===== src/rtl/uart_ahb_debug_bridge_if.sv =====
`default_nettype none
// ============================================================================
// Module   : uart_ahb_debug_bridge_if
// Purpose  : UART byte handshake, core reset and AHB-Lite master signal bundle.
// Revision : 1.0
// ============================================================================
interface uart_ahb_debug_bridge_if #(
  parameter int ADDR_W = 32,
  parameter int DATA_W = 32
);
  logic [7:0]        rx_byte;
  logic              received;
  logic              sent;
  logic [7:0]        tx_byte;
  logic              transmit;
  logic              M0_RST;
  logic              HREADY;
  logic [DATA_W-1:0] HRDATA;
  logic [ADDR_W-1:0] HADDR;
  logic              HWRITE;
  logic [2:0]        HSIZE;
  logic [2:0]        HBURST;
  logic [1:0]        HTRANS;
  logic [DATA_W-1:0] HWDATA;

  modport master (
    input  rx_byte, received, sent, HREADY, HRDATA,
    output tx_byte, transmit, M0_RST, HADDR, HWRITE, HSIZE, HBURST, HTRANS, HWDATA
  );

  modport slave (
    output rx_byte, received, sent, HREADY, HRDATA,
    input  tx_byte, transmit, M0_RST, HADDR, HWRITE, HSIZE, HBURST, HTRANS, HWDATA
  );
endinterface
`default_nettype wire


===== src/rtl/uart_ahb_debug_bridge.sv =====
`default_nettype none
// ============================================================================
// Module   : uart_ahb_debug_bridge
// Purpose  : UART byte-command parser driving single AHB-Lite transfers and the core reset line.
// Revision : 1.0
// ============================================================================
module uart_ahb_debug_bridge #(
  parameter int ADDR_BYTES  = 4,
  parameter int DATA_BYTES  = 4,
  parameter int RX_TIMEOUT  = 50000,
  parameter int BUS_TIMEOUT = 1024,
  parameter bit RST_INIT    = 1'b1
) (
  input wire clk,
  input wire rst_n,
  uart_ahb_debug_bridge_if.master bus
);

  localparam int ADDR_W    = 8 * ADDR_BYTES;
  localparam int DATA_W    = 8 * DATA_BYTES;
  localparam int MAX_BYTES = (ADDR_BYTES > DATA_BYTES) ? ADDR_BYTES : DATA_BYTES;
  localparam int CNT_W     = $clog2(MAX_BYTES) + 1;
  localparam int RXT_W     = $clog2(RX_TIMEOUT + 1);
  localparam int BUST_W    = $clog2(BUS_TIMEOUT + 1);
  localparam int HSIZE_VAL = $clog2(DATA_BYTES);

  localparam logic [7:0] OP_READ    = 8'h01;
  localparam logic [7:0] OP_WRITE   = 8'h02;
  localparam logic [7:0] OP_RST_SET = 8'h03;
  localparam logic [7:0] OP_RST_CLR = 8'h04;
  localparam logic [7:0] RSP_ACK    = 8'hA5;
  localparam logic [7:0] RSP_ERR    = 8'hEE;

  localparam logic [1:0] HTRANS_IDLE   = 2'b00;
  localparam logic [1:0] HTRANS_NONSEQ = 2'b10;

  typedef enum logic [2:0] {
    S_IDLE      = 3'd0,
    S_GET_ADDR  = 3'd1,
    S_GET_LEN   = 3'd2,
    S_GET_WDATA = 3'd3,
    S_BUS_ADDR  = 3'd4,
    S_BUS_DATA  = 3'd5,
    S_TX_BYTE   = 3'd6,
    S_TX_WAIT   = 3'd7
  } state_t;

  state_t              state_q,   state_d;
  logic                write_q,   write_d;
  logic                rd_q,      rd_d;
  logic                m0_q,      m0_d;
  logic [ADDR_W-1:0]   addr_q,    addr_d;
  logic [DATA_W-1:0]   data_q,    data_d;
  logic [7:0]          words_q,   words_d;
  logic [CNT_W-1:0]    cnt_q,     cnt_d;
  logic [7:0]          tx_q,      tx_d;
  logic [RXT_W-1:0]    rx_tmr_q,  rx_tmr_d;
  logic [BUST_W-1:0]   bus_tmr_q, bus_tmr_d;

  logic                w_in_get;
  logic [DATA_W-1:0]   w_data_shl;
  logic [ADDR_W-1:0]   w_addr_next;

  assign w_in_get    = (state_q == S_GET_ADDR) || (state_q == S_GET_LEN) ||
                       (state_q == S_GET_WDATA);
  assign w_data_shl  = data_q << 8;
  assign w_addr_next = addr_q + ADDR_W'(DATA_BYTES);

  always_ff @(posedge clk) begin
    if (!rst_n) begin
      state_q   <= S_IDLE;
      write_q   <= 1'b0;
      rd_q      <= 1'b0;
      m0_q      <= RST_INIT;
      addr_q    <= '0;
      data_q    <= '0;
      words_q   <= '0;
      cnt_q     <= '0;
      tx_q      <= '0;
      rx_tmr_q  <= '0;
      bus_tmr_q <= '0;
    end else begin
      state_q   <= state_d;
      write_q   <= write_d;
      rd_q      <= rd_d;
      m0_q      <= m0_d;
      addr_q    <= addr_d;
      data_q    <= data_d;
      words_q   <= words_d;
      cnt_q     <= cnt_d;
      tx_q      <= tx_d;
      rx_tmr_q  <= rx_tmr_d;
      bus_tmr_q <= bus_tmr_d;
    end
  end

  always_comb begin
    state_d   = state_q;
    write_d   = write_q;
    rd_d      = rd_q;
    m0_d      = m0_q;
    addr_d    = addr_q;
    data_d    = data_q;
    words_d   = words_q;
    cnt_d     = cnt_q;
    tx_d      = tx_q;
    rx_tmr_d  = '0;
    bus_tmr_d = '0;

    case (state_q)
      S_IDLE: begin
        if (bus.received) begin
          cnt_d = '0;
          rd_d  = 1'b0;
          case (bus.rx_byte)
            OP_READ: begin
              write_d = 1'b0;
              state_d = S_GET_ADDR;
            end
            OP_WRITE: begin
              write_d = 1'b1;
              state_d = S_GET_ADDR;
            end
            OP_RST_SET: begin
              m0_d    = 1'b1;
              tx_d    = RSP_ACK;
              state_d = S_TX_BYTE;
            end
            OP_RST_CLR: begin
              m0_d    = 1'b0;
              tx_d    = RSP_ACK;
              state_d = S_TX_BYTE;
            end
            default: begin
              tx_d    = RSP_ERR;
              state_d = S_TX_BYTE;
            end
          endcase
        end
      end

      S_GET_ADDR: begin
        if (bus.received) begin
          addr_d = (addr_q << 8) | ADDR_W'(bus.rx_byte);
          if (cnt_q == CNT_W'(ADDR_BYTES - 1)) begin
            cnt_d   = '0;
            state_d = S_GET_LEN;
          end else begin
            cnt_d = cnt_q + 1'b1;
          end
        end
      end

      S_GET_LEN: begin
        if (bus.received) begin
          words_d = bus.rx_byte;
          cnt_d   = '0;
          state_d = write_q ? S_GET_WDATA : S_BUS_ADDR;
        end
      end

      S_GET_WDATA: begin
        if (bus.received) begin
          data_d = (data_q << 8) | DATA_W'(bus.rx_byte);
          if (cnt_q == CNT_W'(DATA_BYTES - 1)) begin
            cnt_d   = '0;
            state_d = S_BUS_ADDR;
          end else begin
            cnt_d = cnt_q + 1'b1;
          end
        end
      end

      S_BUS_ADDR: state_d = S_BUS_DATA;

      S_BUS_DATA: begin
        if (bus.HREADY) begin
          if (write_q) begin
            if (words_q == 8'd0) begin
              tx_d    = RSP_ACK;
              state_d = S_TX_BYTE;
            end else begin
              words_d = words_q - 1'b1;
              addr_d  = w_addr_next;
              cnt_d   = '0;
              state_d = S_GET_WDATA;
            end
          end else begin
            data_d  = bus.HRDATA;
            tx_d    = bus.HRDATA[DATA_W-1 -: 8];
            cnt_d   = '0;
            rd_d    = 1'b1;
            state_d = S_TX_BYTE;
          end
        end else if (bus_tmr_q == BUST_W'(BUS_TIMEOUT - 1)) begin
          // Stalled slave: report error and abandon the remaining words.
          tx_d    = RSP_ERR;
          rd_d    = 1'b0;
          state_d = S_TX_BYTE;
        end else begin
          bus_tmr_d = bus_tmr_q + 1'b1;
        end
      end

      S_TX_BYTE: state_d = S_TX_WAIT;

      S_TX_WAIT: begin
        if (bus.sent) begin
          if (!rd_q) begin
            state_d = S_IDLE;
          end else if (cnt_q != CNT_W'(DATA_BYTES - 1)) begin
            cnt_d   = cnt_q + 1'b1;
            data_d  = w_data_shl;
            tx_d    = w_data_shl[DATA_W-1 -: 8];
            state_d = S_TX_BYTE;
          end else if (words_q == 8'd0) begin
            state_d = S_IDLE;
          end else begin
            words_d = words_q - 1'b1;
            addr_d  = w_addr_next;
            state_d = S_BUS_ADDR;
          end
        end
      end

      default: state_d = S_IDLE;
    endcase

    // Host went quiet mid-frame: drop the frame without answering.
    if (w_in_get && !bus.received) begin
      if (rx_tmr_q == RXT_W'(RX_TIMEOUT - 1)) begin
        state_d = S_IDLE;
      end else begin
        rx_tmr_d = rx_tmr_q + 1'b1;
      end
    end
  end

  assign bus.tx_byte  = tx_q;
  assign bus.transmit = (state_q == S_TX_BYTE);
  assign bus.M0_RST   = m0_q;
  assign bus.HADDR    = addr_q;
  assign bus.HWRITE   = write_q;
  assign bus.HSIZE    = 3'(HSIZE_VAL);
  assign bus.HBURST   = 3'b000;
  assign bus.HTRANS   = (state_q == S_BUS_ADDR) ? HTRANS_NONSEQ : HTRANS_IDLE;
  assign bus.HWDATA   = data_q;

endmodule
`default_nettype wire


===== src/flat_wrapper.sv =====
// flat-port wrapper written by rule: the top's interface ports become plain ports
module uart_ahb_debug_bridge_flat 
#(
  parameter int ADDR_BYTES  = 4,
  parameter int DATA_BYTES  = 4,
  parameter int RX_TIMEOUT  = 50000,
  parameter int BUS_TIMEOUT = 1024,
  parameter bit RST_INIT    = 1'b1
)
  (clk, rst_n, bus_rx_byte, bus_received, bus_sent, bus_HREADY, bus_HRDATA, bus_tx_byte, bus_transmit, bus_M0_RST, bus_HADDR, bus_HWRITE, bus_HSIZE, bus_HBURST, bus_HTRANS, bus_HWDATA);
  uart_ahb_debug_bridge_if #(.ADDR_W(8*(4)), .DATA_W(8*(4))) bus_i ();
  input wire clk;
  input wire rst_n;
  input wire logic [$bits(bus_i.rx_byte)-1:0] bus_rx_byte;
  input wire logic [$bits(bus_i.received)-1:0] bus_received;
  input wire logic [$bits(bus_i.sent)-1:0] bus_sent;
  input wire logic [$bits(bus_i.HREADY)-1:0] bus_HREADY;
  input wire logic [$bits(bus_i.HRDATA)-1:0] bus_HRDATA;
  output wire logic [$bits(bus_i.tx_byte)-1:0] bus_tx_byte;
  output wire logic [$bits(bus_i.transmit)-1:0] bus_transmit;
  output wire logic [$bits(bus_i.M0_RST)-1:0] bus_M0_RST;
  output wire logic [$bits(bus_i.HADDR)-1:0] bus_HADDR;
  output wire logic [$bits(bus_i.HWRITE)-1:0] bus_HWRITE;
  output wire logic [$bits(bus_i.HSIZE)-1:0] bus_HSIZE;
  output wire logic [$bits(bus_i.HBURST)-1:0] bus_HBURST;
  output wire logic [$bits(bus_i.HTRANS)-1:0] bus_HTRANS;
  output wire logic [$bits(bus_i.HWDATA)-1:0] bus_HWDATA;
  assign bus_i.rx_byte = bus_rx_byte;
  assign bus_i.received = bus_received;
  assign bus_i.sent = bus_sent;
  assign bus_i.HREADY = bus_HREADY;
  assign bus_i.HRDATA = bus_HRDATA;
  assign bus_tx_byte = bus_i.tx_byte;
  assign bus_transmit = bus_i.transmit;
  assign bus_M0_RST = bus_i.M0_RST;
  assign bus_HADDR = bus_i.HADDR;
  assign bus_HWRITE = bus_i.HWRITE;
  assign bus_HSIZE = bus_i.HSIZE;
  assign bus_HBURST = bus_i.HBURST;
  assign bus_HTRANS = bus_i.HTRANS;
  assign bus_HWDATA = bus_i.HWDATA;
  uart_ahb_debug_bridge #(.ADDR_BYTES(ADDR_BYTES), .DATA_BYTES(DATA_BYTES), .RX_TIMEOUT(RX_TIMEOUT), .BUS_TIMEOUT(BUS_TIMEOUT), .RST_INIT(RST_INIT)) u_core (.clk(clk), .rst_n(rst_n), .bus(bus_i));
endmodule

===== config.mk =====
export PLATFORM = sky130hd
export DESIGN_NAME = uart_ahb_debug_bridge_flat
export DESIGN_NICKNAME = d
export VERILOG_FILES = /design/src/rtl/uart_ahb_debug_bridge_if.sv /design/src/rtl/uart_ahb_debug_bridge.sv /design/src/flat_wrapper.sv
export SDC_FILE = /design/constraint.sdc
export NUM_CORES = 1
export LEC_CHECK = 0
export ABC_CLOCK_PERIOD_IN_PS = 2300
export CORE_MARGIN = 3
export CORE_UTILIZATION = 40
export CTS_BUF_LIST = sky130_fd_sc_hd__clkbuf_4 sky130_fd_sc_hd__clkbuf_8
export DETAILED_ROUTE_END_ITERATION = 16
export PLACE_DENSITY_LB_ADDON = 0.1
export SLEW_MARGIN = 0
export SYNTH_ARGS = -nofsm -noshare
export SYNTH_HDL_FRONTEND = slang
export SYNTH_SLANG_ARGS = --single-unit
export TNS_END_PERCENT = 20

===== constraint.sdc =====
create_clock -name clk -period 2.3 [get_ports clk]
set_clock_uncertainty 0.05 [all_clocks]
set_input_delay 0.46 -clock clk [delete_from_list [all_inputs] [get_ports clk]]
set_output_delay 0.46 -clock clk [all_outputs]
set_load 0.02 [all_outputs]

After elaboration in Yosys (flattened, before gate mapping)
Cells that the tools add are included.
{"block": "totals", "out_inout_bits": 83, "wordCells": 152, "reg_bits": 116, "inputBits": 45}
{"block": "op_classes", "eq_ne": 33, "n_reduce_logical": 28, "bitwise": 5, "n_addsub": 5, "muxes": 70}
{"operator": "$mux 32", "count": 13}
{"operator": "$pmux 32 s3", "count": 2}
{"operator": "$mux 8", "count": 15}
{"operator": "$mux 3", "count": 27}
{"operator": "$or 32x8->32", "count": 2}
{"operator": "$pmux 8 s3", "count": 2}
{"operator": "$add 32x3->32 const B", "count": 1}
{"operator": "$pmux 3 s8", "count": 1}
{"operator": "$reduce_and 7->1", "count": 3}
{"operator": "$ne 2x2->1 const B", "count": 9}
{"operator": "$add 16x1->16 const B", "count": 1}
{"operator": "$eq 16x16->1 const B", "count": 1}
{"operator": "$eq 8x2->1 const B", "count": 2}
{"operator": "$pmux 8 s2", "count": 1}
{"operator": "$reduce_and 8->1", "count": 2}
{"operator": "$eq 3x3->1 const B", "count": 4}
{"operator": "$pmux 3 s4", "count": 1}
{"operator": "$reduce_bool 3->1", "count": 4}
{"operator": "$add 11x1->11 const B", "count": 1}
{"operator": "$eq 11x10->1 const B", "count": 1}
{"operator": "$ne 2x1->1 const B", "count": 5}
{"operator": "$eq 3x2->1 const B", "count": 3}
{"operator": "$eq 8x1->1 const B", "count": 1}
{"operator": "$eq 8x3->1 const B", "count": 1}
{"operator": "22 further kinds", "count": 38}

Logic depth before layout (Yosys ltp)
{"block": "logic_depth", "depth_word": 8, "depth_mapped": 10, "ltp_nobuf": 8}

Least setup slack after synthesis
Ideal clock, no wire load.
{"block": "synth_timing", "path_kind": "flip-flop to flip-flop", "start": "reg u_core.words_q[2]", "end": "reg u_core.addr_q[16] (netlist: u_core.bus.HADDR[16])", "path_slack_ns": -0.183, "path_stages_with_launch": 9, "required_time_ns": 2.131, "arrival_time_ns": 2.314, "period_less_slack_ns": 2.483, "cell_sequence": "dfxtp_1 > or4_4 > or4b_4 > and2_1 > buf_2 > o21ai_4 > buf_4 > a21oi_1 > o221a_1"}
{"block": "synth_between", "elab_chain_cells": 6}
{"element": "start, declared", "line": "uart_ahb_debug_bridge.sv:54", "text": "logic [7:0] words_q, words_d;"}
{"element": "start signal, assigned", "line": "uart_ahb_debug_bridge.sv:89", "text": "words_q <= words_d;"}
{"element": "$logic_not 8->1 (*)", "line": "uart_ahb_debug_bridge.sv:179, uart_ahb_debug_bridge.sv:216"}
{"element": "$mux 32 (*)"}
{"element": "$mux 32 (3 in a row)"}
{"element": "$pmux 32 s3 (*)"}
{"element": "end signal, assigned", "line": "uart_ahb_debug_bridge.sv:87", "text": "addr_q <= addr_d;"}
{"element": "end, declared", "line": "uart_ahb_debug_bridge.sv:52", "text": "logic [ADDR_W-1:0] addr_q, addr_d;"}
Mark *: on every way between the ends. The rest lies on a longest branch, timed or not. The select of a mux whose other input is x is not followed.
A chain may end at the register's enable or synchronous reset.

Worst setup path after layout
{"block": "layout_timing", "start": "reg u_core.words_q[5]", "end": "reg u_core.tx_q[6] (netlist: u_core.bus.tx_byte[6])"}
{"block": "layout_between", "elab_chain_cells": 3}
{"element": "$logic_not 8->1", "line": "uart_ahb_debug_bridge.sv:179", "text": "if (words_q == 8'd0) begin"}
{"element": "$ne 4x4->1 (no line)"}
{"element": "$reduce_and 8->1 (no line)"}
{"element": "end signal, assigned", "line": "uart_ahb_debug_bridge.sv:91", "text": "tx_q <= tx_d;"}
{"element": "end, declared", "line": "uart_ahb_debug_bridge.sv:56", "text": "logic [7:0] tx_q, tx_d;"}
No other way between the ends.

==> results.rst <==
.. list-table::
   :header-rows: 1

   * - Metric
     - Value
   * - Violations in the final reports
     - setup timing
   * - Syn. warnings
     - 0
   * - Final worst path period need
     - 2460 ps
   * - Clock tree buffer depth
     - 2
   * - DRC violations left
     - 0
   * - Core Region
     - 15300 um2
   * - Setup repair after global routing missed its margin
     - yes
   * - Area post-placement
     - 8180 um2
   * - Areal power density over the cells
     - 873 nW/um2
   * - Most area-hungry cell type in the Yosys netlist
     - sky130_fd_sc_hd__dfxtp_1
   * - Pin count of the biggest net entering global routing
     - 57
   * - Cell types occupying the most area after synthesis
     - sky130_fd_sc_hd__dfxtp_1 37%, sky130_fd_sc_hd__nand2_1 6.4%, sky130_fd_sc_hd__nor2_1 6.4%
   * - Number of buffers added to fix hold violations after cts
     - 0
   * - Achievable clock frequency
     - 406 MHz
   * - Initial antenna violation count
     - 0
   * - Critical Path Fanout Max
     - 13
   * - Initial drt markers
     - 752
   * - Worst reg2reg startpoint
     - u_core.words_q[5]
   * - Summed area of non-filler cells in the final layout
     - 8910 um2
   * - Netlist area before placement
     - 6250 um2
   * - First-pass iteration count of the detailed router
     - 6
   * - Worst slew pin tran
     - 674 ps
   * - First-pass GRT wire length
     - 33.1 mm
   * - Mean Syn Cell Area
     - 7.64 um2
   * - Crit start category
     - register
   * - Number of nets in the finished design
     - 1046
   * - Die height
     - 131 um
   * - Clk pin slew, worst setup/hold paths
     - 70 ps
   * - Async set-reset flop share out of synthesis
     - 0%
   * - Most frequent cell after synthesis
     - sky130_fd_sc_hd__dfxtp_1
   * - Fraction of the yosys area taken by sequential cells
     - 37.2%
   * - CTS tree
     - done
   * - Status
     - finished with violations
   * - Start point of the critical path
     - u_core.words_q[5]
   * - Worst slew margin
     - 54.6%
   * - Die span in x
     - 131 um
   * - Accumulated negative setup slack
     - -3200 ps
   * - Worst setup EP type
     - register
   * - FF-to-FF setup slack
     - -160 ps
   * - Total number of vias
     - 7053
   * - Area of the die
     - 17200 um2
   * - Max-cap violations
     - 0
   * - Number of slew-limit violations in the final report
     - 0
   * - Number of failing hold endpoints at the final stage
     - 0
   * - Number of setup violations in the final report
     - 39
   * - Diodes inserted
     - 0
   * - Number of vias per cell after detailed routing
     - 5.80
   * - Worst setup timing slack at the placement stage
     - -167 ps
   * - Worst-Skew Late Latency
     - 440 ps
   * - Ratio of final minimum period to clock period
     - 107%
   * - Number of register bits inferred by synthesis
     - 116
   * - Total number of H-tree levels
     - 4
   * - Cell row count
     - 45
   * - Arrival time of data at the critical path endpoint
     - 2730 ps
   * - Leakage power summed over all cells
     - 0.00310 uW
   * - End point of the critical path
     - u_core.bus.tx_byte[6]
   * - Port-buffer cells
     - 120
   * - Inserted Clock Buffers
     - 17
   * - Post-synth EDFFs
     - 0
   * - Vias in the first global route
     - 6559
   * - Detail Placement HPWL
     - 14.8 mm
   * - Wire length per cell
     - 17.5 um
   * - Post-Synthesis Cells
     - 818
   * - Aggregate global-route resource usage
     - 24.2%
   * - Routability Congestion
     - 0.916
   * - Overflow left after global routing
     - 0
   * - Starting Density
     - 40.9%
   * - Dominant synthesized flop cell
     - sky130_fd_sc_hd__dfxtp_1
   * - Worst min path class
     - reg2reg
   * - Final routed wirelength across all metal layers
     - 21.3 mm
   * - Antenna violation net count after detailed routing
     - 0
   * - Unique masters post-synth
     - 67
   * - Number of sinks driven by the clock tree
     - 116
   * - Post-synthesis to final-layout area growth
     - 42.6%
   * - Synth cell count leaders
     - 116 x sky130_fd_sc_hd__dfxtp_1, 106 x sky130_fd_sc_hd__nand2_1, 106 x sky130_fd_sc_hd__nor2_1, 60 x sky130_fd_sc_hd__o21ai_0, 59 x sky130_fd_sc_hd__a21oi_1
   * - Number of top-level pins
     - 128
   * - Slack of the critical path
     - -160 ps
   * - Required time at the worst-slack endpoint
     - 2570 ps
   * - Max rail drop VDD
     - 0.640 mV
   * - Critical setup path kind
     - reg2reg
   * - Clock Tree Root
     - sky130_fd_sc_hd__clkbuf_8
   * - Number of cells on the worst reg-to-reg path
     - 7
   * - R2r endpoint
     - u_core.bus.tx_byte[6]
   * - Proportion of netlist area held by the largest area contributor
     - 37.2%
   * - Ratio of cells with drive above 1 in the final layout
     - 17.8%
## critical path, cell delays in order, from the launching register on
cell                       delay, ps
sky130_fd_sc_hd__dfxtp_2         320
sky130_fd_sc_hd__or4_4           550
sky130_fd_sc_hd__or4b_4          550
sky130_fd_sc_hd__and4_4          240
sky130_fd_sc_hd__a211oi_4        190
sky130_fd_sc_hd__buf_12          170
sky130_fd_sc_hd__o211ai_1        110
sky130_fd_sc_hd__o211a_1         180
## logic make-up after synthesis
| kind of cell | count (synthesis) | share of synthesized area [%] |
|---|---|---|
| AND/OR/NAND/NOR | 337 | 25.5 |
| AO/OA/AOI/OAI | 252 | 26.8 |
| flip-flops | 116 | 37.2 |
| buffers and inverters | 80 | 5.59 |
| XOR/XNOR | 22 | 3.08 |
| adder cells (fa/ha/maj) | 7 | 1.40 |
| other | 2 | 0.120 |
| multiplexers | 2 | 0.320 |
## area by class of cell
cell class | count | area [um2]
inverters | 13 | 48.8
multi-input cells | 627 | 3750
well taps | 211 | 264
clock buffers | 20 | 275
flip-flops and latches | 116 | 2330
fillers | 1419 | 6350
clock inverters | 10 | 131
repair buffers | 219 | 2100
## sequential cells by signal, summed over array words and instances, names as in the netlist
| register | flops |
|---|---|
| u_core.bus.HADDR | 32 |
| u_core.bus.HWDATA | 32 |
| u_core.bus.HWRITE | 1 |
| u_core.bus.M0_RST | 1 |
| u_core.bus.tx_byte | 8 |
| u_core.bus_tmr_q | 11 |
| u_core.cnt_q | 3 |
| u_core.rd_q | 1 |
| u_core.rx_tmr_q | 16 |
| u_core.state_q | 3 |
| u_core.words_q | 8 |
## power by group
group | switching, uW | internal (uW) | total, uW
logic | 1770 | 1460 | 3230
registers | 275 | 2280 | 2550
clock network | 854 | 1140 | 1990
## per-stage QoR
stage	instances	hold WS (ps)	total power [uW]	utilization, %
after detailed placement	1173	374	5490	53.6
after floorplan	823	354	4170	-
final	1216	382	7780	58.4
after global routing	1216	410	8190	58.4
after global placement	1173	366	5460	53.6
after CTS	1208	385	7630	57.0
## cells in the final DEF, fill, tap and decap left out, types with 8 or more instances in the layout
cell type	netlist	final
sky130_fd_sc_hd__nand2_1	106	103
sky130_fd_sc_hd__o211ai_1	9	9
sky130_fd_sc_hd__buf_4	10	82
sky130_fd_sc_hd__xor2_1	14	14
sky130_fd_sc_hd__inv_1	13	12
sky130_fd_sc_hd__a31oi_1	9	9
sky130_fd_sc_hd__o31ai_1	9	9
sky130_fd_sc_hd__nor2_1	106	103
sky130_fd_sc_hd__dfxtp_1	116	108
sky130_fd_sc_hd__xnor2_1	8	8
sky130_fd_sc_hd__clkbuf_8	0	20
sky130_fd_sc_hd__nand3_1	36	35
sky130_fd_sc_hd__nor3_1	14	12
sky130_fd_sc_hd__clkdlybuf4s50_1	0	119
sky130_fd_sc_hd__o21ai_1	14	12
sky130_fd_sc_hd__dfxtp_2	0	8
sky130_fd_sc_hd__a311oi_1	33	31
sky130_fd_sc_hd__a21oi_1	59	51
sky130_fd_sc_hd__nand4_1	13	13
sky130_fd_sc_hd__o21ai_0	60	60
## timing repair
| action | CTS | global route |
|---|---|---|
| pin swaps | 5 | 27 |
| resized for setup | 6 | 41 |
| endpoints found under the setup margin | 35 | 67 |
| cloned | 3 | 1 |
| hold endpoints to repair | 0 | 0 |
| setup buffers | 2 | 7 |
## routing by layer
metal / vias to the layer above / GRT usage (%) / routed length (um) / part of all wire, %
li1: 3339 / - / - / -
met1: 3381 / 32.9 / 9350 / 44
met2: 297 / 38.4 / 10000 / 47
met3: 36 / 5.24 / 1570 / 7.4
met4: 0 / 7.80 / 356 / 1.7
met5: - / 0 / 0 / 0
## worst min-delay path by stage
stage	slack, ps	depth (start not counted)	from	endpoint
floorplan	350	2	u_core.bus_tmr_q[10]	u_core.bus_tmr_q[10]
global placement	370	2	u_core.bus_tmr_q[10]	u_core.bus_tmr_q[10]
detailed placement	370	2	u_core.bus_tmr_q[10]	u_core.bus_tmr_q[10]
CTS	390	2	u_core.bus_tmr_q[10]	u_core.bus_tmr_q[10]
global route	410	2	u_core.bus_tmr_q[10]	u_core.bus_tmr_q[10]
finish	380	2	u_core.bus_tmr_q[10]	u_core.bus_tmr_q[10]
(Power assumes the default switching activity.)
